### config.mk
export PLATFORM = sky130hd
export DESIGN_NAME = data_mem_arb
export DESIGN_NICKNAME = d
export VERILOG_FILES = /design/src/rtl/data_mem_arb_pkg.sv /design/src/rtl/data_mem_arb_pick.sv /design/src/rtl/data_mem_arb.sv
export SDC_FILE = /design/constraint.sdc
export NUM_CORES = 1
export LEC_CHECK = 0
export ABC_AREA = 1
export CORE_MARGIN = 5
export CORE_UTILIZATION = 43
export DETAILED_ROUTE_END_ITERATION = 12
export PLACE_DENSITY = 0.95
export SLEW_MARGIN = 10
export SYNTH_ARGS = -nofsm -noshare
export SYNTH_HDL_FRONTEND = slang
export SYNTH_SLANG_ARGS = --single-unit
### constraint.sdc
create_clock -name clk -period 7.1 [get_ports clk]
set_clock_uncertainty 0.15 [all_clocks]
set_input_delay 1.42 -clock clk [delete_from_list [all_inputs] [get_ports clk]]
set_output_delay 1.42 -clock clk [all_outputs]
set_load 0.02 [all_outputs]
### src/rtl/data_mem_arb_pkg.sv
// data_mem_arb_pkg: shared FSM states, port count, default timeout and sign_mask field positions.
package data_mem_arb_pkg;
  typedef enum logic [1:0] {S_IDLE, S_ISSUE, S_WAIT, S_RESP} state_t;
  localparam int NPORT = 2;
  localparam int TIMEOUT_DEF = 16;
  localparam int MASK_SIGN = 3;
  localparam int MASK_WORD = 2;
  localparam int MASK_HALF = 1;
  localparam int MASK_W = 4;
endpackage

### src/rtl/data_mem_arb_pick.sv
// data_mem_arb_pick: combinational two-port winner select; a tie goes to the port not granted last.
module data_mem_arb_pick (
  input  logic [1:0] req,
  input  logic       last,
  output logic [1:0] grant
);
  assign grant = (&req) ? (last ? 2'b01 : 2'b10) : req;
endmodule

### src/rtl/data_mem_arb.sv
// data_mem_arb: two-port data-memory arbiter, one transaction at a time, with stall timeout.
// Define DATA_MEM_ARB_RR_EN for round-robin ties; otherwise port 0 always wins ties.
module data_mem_arb #(
  parameter int TIMEOUT_CYCLES = data_mem_arb_pkg::TIMEOUT_DEF,
  parameter int NPORT = data_mem_arb_pkg::NPORT
) (
  input  logic                 clk,
  input  logic                 rst,
  input  logic [NPORT-1:0]     p_req,
  input  logic [NPORT-1:0]     p_we,
  input  logic [32*NPORT-1:0]  p_addr,
  input  logic [32*NPORT-1:0]  p_wdata,
  input  logic [4*NPORT-1:0]   p_mask,
  output logic [NPORT-1:0]     p_ack,
  output logic [31:0]          rdata,
  output logic                 err,
  output logic [31:0]          mem_addr,
  output logic [31:0]          mem_wdata,
  output logic [data_mem_arb_pkg::MASK_W-1:0] mem_mask,
  output logic                 mem_read,
  output logic                 mem_write,
  input  logic [31:0]          mem_rdata,
  input  logic                 mem_stall
);
  import data_mem_arb_pkg::*;
  localparam int CW = $clog2(TIMEOUT_CYCLES + 1);
  state_t r_state, w_next;
  logic [CW-1:0] r_cnt;
  logic [1:0] r_gnt, w_grant;
  logic r_we, r_err, w_last, w_take, w_done, w_tmo;
  logic [31:0] r_addr, r_wdata, r_rdata;
  logic [MASK_W-1:0] r_mask;
`ifdef DATA_MEM_ARB_RR_EN
  logic r_last;
  assign w_last = r_last;
  always_ff @(posedge clk or posedge rst)
    if (rst) r_last <= 1'b1;
    else if (w_take) r_last <= w_grant[1];
`else
  assign w_last = 1'b1;
`endif
  data_mem_arb_pick u_pick (.req(p_req), .last(w_last), .grant(w_grant));
  assign w_take = r_state == S_IDLE && |p_req;
  // the first WAIT cycle never exits, so mem_stall is only looked at once r_cnt >= 1
  assign w_done = r_state == S_WAIT && r_cnt != '0 && !mem_stall;
  assign w_tmo  = r_state == S_WAIT && r_cnt == CW'(TIMEOUT_CYCLES) && mem_stall;
  assign rdata = r_rdata;
  assign mem_addr = r_addr;
  assign mem_wdata = r_wdata;
  assign mem_mask = r_mask;
  always_comb begin
    w_next = r_state;
    p_ack = '0;
    err = 1'b0;
    mem_read = 1'b0;
    mem_write = 1'b0;
    case (r_state)
      S_IDLE:  w_next = w_take ? S_ISSUE : S_IDLE;
      S_ISSUE: begin
        w_next = S_WAIT;
        mem_read = !r_we;
        mem_write = r_we;
      end
      S_WAIT:  w_next = (w_done || w_tmo) ? S_RESP : S_WAIT;
      default: begin
        w_next = S_IDLE;
        p_ack = r_gnt;
        err = r_err;
      end
    endcase
  end
  always_ff @(posedge clk or posedge rst)
    if (rst) begin
      r_state <= S_IDLE;
      r_cnt <= '0;
      r_gnt <= '0;
      r_we <= 1'b0;
      r_err <= 1'b0;
      r_addr <= '0;
      r_wdata <= '0;
      r_mask <= '0;
      r_rdata <= '0;
    end else begin
      r_state <= w_next;
      r_cnt <= (r_state == S_WAIT && w_next == S_WAIT) ? r_cnt + CW'(1) : '0;
      if (w_take) begin
        r_gnt <= w_grant;
        r_we <= w_grant[1] ? p_we[1] : p_we[0];
        r_addr <= w_grant[1] ? p_addr[32 +: 32] : p_addr[0 +: 32];
        r_wdata <= w_grant[1] ? p_wdata[32 +: 32] : p_wdata[0 +: 32];
        r_mask <= w_grant[1] ? p_mask[MASK_W +: MASK_W] : p_mask[0 +: MASK_W];
      end
      if (w_done) begin
        r_rdata <= mem_rdata;
        r_err <= 1'b0;
      end
      if (w_tmo) begin
        r_rdata <= '0;
        r_err <= 1'b1;
      end
    end
endmodule

==> results.cfg <==
[grt]
grt_pass1_wl_um = 25700
grt-ovfl-total = 0
grt_max_degree = 84
antenna_found_initial = 0
top_usage_layer = met2
grt_util_met3_pct = 6.08
met2_usage_pct = 36.0
gr-usage-all-layers_pct = 21.6
grt_pass1_vias = 5109
grt_use_met1_pct = 26.8

[sta]
slew-limit-headroom_pct = 26.8
hold-worst-slack_ns = 0.329
setup_viol = 0
hold_violations = 0
worstMarginPinSlew_ns = 1.10
setup_tns_ns = 0
grt_setup_unrepaired = false
fin_crit_sh_pct = 53.1
drv_slew = 0
setup_ws_ns = 3.33
period_needed_ns = 3.77
fmax_mhz = 265

[cts]
cts_resized = 0
htreeDepth = 3
cts_tree = yes
cts-root-buf = clkbuf_16
clockBufferDepth = 2
numCtsBuffers = 9
post-cts-setup-buffers = 0
numClockSinks = 111
path_clk_slew_ns = 0.07
hold_buffers = 0
insertion_delay_ns = 0.33

[synthesis]
yosysTopAreaCellShare_pct = 51.4
synthTopCellsByArea = dfrtp_1 51%, o31ai_2 12%, nand2_1 10%
synth-seq-cells = 111
synthCells = 591
postSynthAreaPerCell_um2 = 9.14
yosysWarnings = 0
synth_top_cell_by_area = dfrtp_1
synth_cell_types = 18
synth_nets = 772
syn_area_mm2 = 0.00540
yosysSeqAreaShare_pct = 51.4

[drt]
drt_iter0_drc = 342
routedWlPerCell_um = 16.5
vias = 5204
drc_errors = 0
drt_pass1_iterations = 5
routed_via_density = 5.12
routed_wl_um = 16700
final_antenna_net_count = 0

[finish]
final_cell_mix = 278 x clkdlybuf4s50_1, 151 x nand2_1, 111 x dfrtp_1
fin_cells = 1016
nNetsFinal = 1021
area_delta_synth_final_pct = 56.8
drive_above_1_share_pct = 9.12
mostFrequentLayoutCell = clkdlybuf4s50_1
antenna_cells = 0
nFillCells = 951

[worst_setup_path]
reg2reg_depth = 8
worst-endpoint-arrival_ns = 3.81
critPathLaunchType = input pin
critical_path_required_ns = 7.13
rr_startpoint = r_state[0]
worstPathMaxFanout = 70
r2r_setup_slack_ns = 4.27
critPathKind = in2reg
end_kind = flip-flop
r2r-end = mem_wdata[14]

[job]
max_cap_viol_count = 0

[floorplanning]
rows = 41
start_util_pct = 43.3
die_area_mm2 = 0.0149
pin_count = 280
dieHeight_um = 122
die_width_um = 122
core_area_mm2 = 0.0125

[power_and_ir_drop]
peakVddDrop_v = 0.000283
total_power_mw = 3.42
cellLeakagePower_nw = 3.76
power_density_mw_per_mm2 = 404

[placed_design]
port_buffers = 279
placed_cells = 1001
place_ws_ns = 2.94
gp_congestion = 0.781
dp_hpwl_um = 12100

[min_path]
holdPathStages = 2
holdPathEnd = r_gnt[0]
hold_class = reg2reg
min_from = r_gnt[0]

[run_status]
status = complete, no violations
## power by group
part / internal [mW] / leakage, nW / switching (mW)
sequential: 0.938 / 1.38 / 0.172
combinational: 0.846 / 2.23 / 0.952
clock: 0.291 / 0.145 / 0.221
## per-stage QoR
| stage | instance area [um^2] | util (%) |
|---|---|---|
| 5_1_grt | 8470 | 67.9 |
| 2_1_floorplan | 5400 | - |
| 6_report | 8470 | 67.9 |
| 3_3_place_gp | 8170 | 65.5 |
| 4_1_cts | 8470 | 67.9 |
| 3_5_place_dp | 8170 | 65.5 |
## per-layer routing
| metal | vias to the layer above | routed length, um |
|---|---|---|
| met1 | 2476 | 6430 |
| met5 | - | 0 |
| met2 | 233 | 8230 |
| li1 | 2463 | - |
| met3 | 32 | 1580 |
| met4 | 0 | 486 |
## cells by family after synthesis
logic type,share of synthesized area [%]
DFF,51.4
and+or+nand+nor,19.4
AOI/OAI and AO/OA,20.7
xor gates and xnor gates,0.487
adders and majority gates,1.39
buffers and inverters,6.53
## Yosys cell counts (all sizes together)
master,count
dfrtp,111
nand2,154
inv,20
o21ai,1
buf,29
xor2,2
ha,6
clkbuf,17
nand3,35
nor2,77
o31ai,69
xnor2,1
a21oi,69
## worst max-delay path, cell delays in order
cell and delay (ns):
clkdlybuf4s50_1 0.43, inv_2 0.05, buf_4 0.56, nand2_2 0.56, buf_4 0.43, nor2_1 0.20
o31ai_2 0.08
## worst max path at each step
stage               slack (ns)  depth (start not counted)             to  startpoint
floorplan                 2.60                          1    mem_addr[0]         rst
global placement          3.00                          7   mem_wdata[1]    p_req[0]
detailed placement        2.94                          7   mem_wdata[6]    p_req[0]
CTS                       3.30                          7   mem_wdata[6]    p_req[0]
global route              3.15                          8  mem_wdata[14]    p_req[1]
finish                    3.33                          7   mem_wdata[6]    p_req[0]
## flip-flops by register name, indices dropped and copies added, names as in the netlist
register	flops
r_state	2
r_err	1
r_gnt	2
r_we	1
mem_wdata	32
mem_addr	32
r_cnt	5
mem_mask	4
rdata	32
## area by class of cell
| class | count | area (um^2) | share of cell area [%] |
|---|---|---|---|
| inverters | 20 | 80.1 | 0.946 |
| clock inverters | 3 | 42.5 | 0.502 |
| flip-flops and latches | 111 | 2780 | 32.8 |
| clock buffers | 12 | 256 | 3.03 |
| repair buffers | 284 | 2830 | 33.4 |
| well taps | 172 | 215 | 2.54 |
| multi-input cells | 414 | 2270 | 26.8 |
No activity file was read; power rests on OpenSTA's default activity.
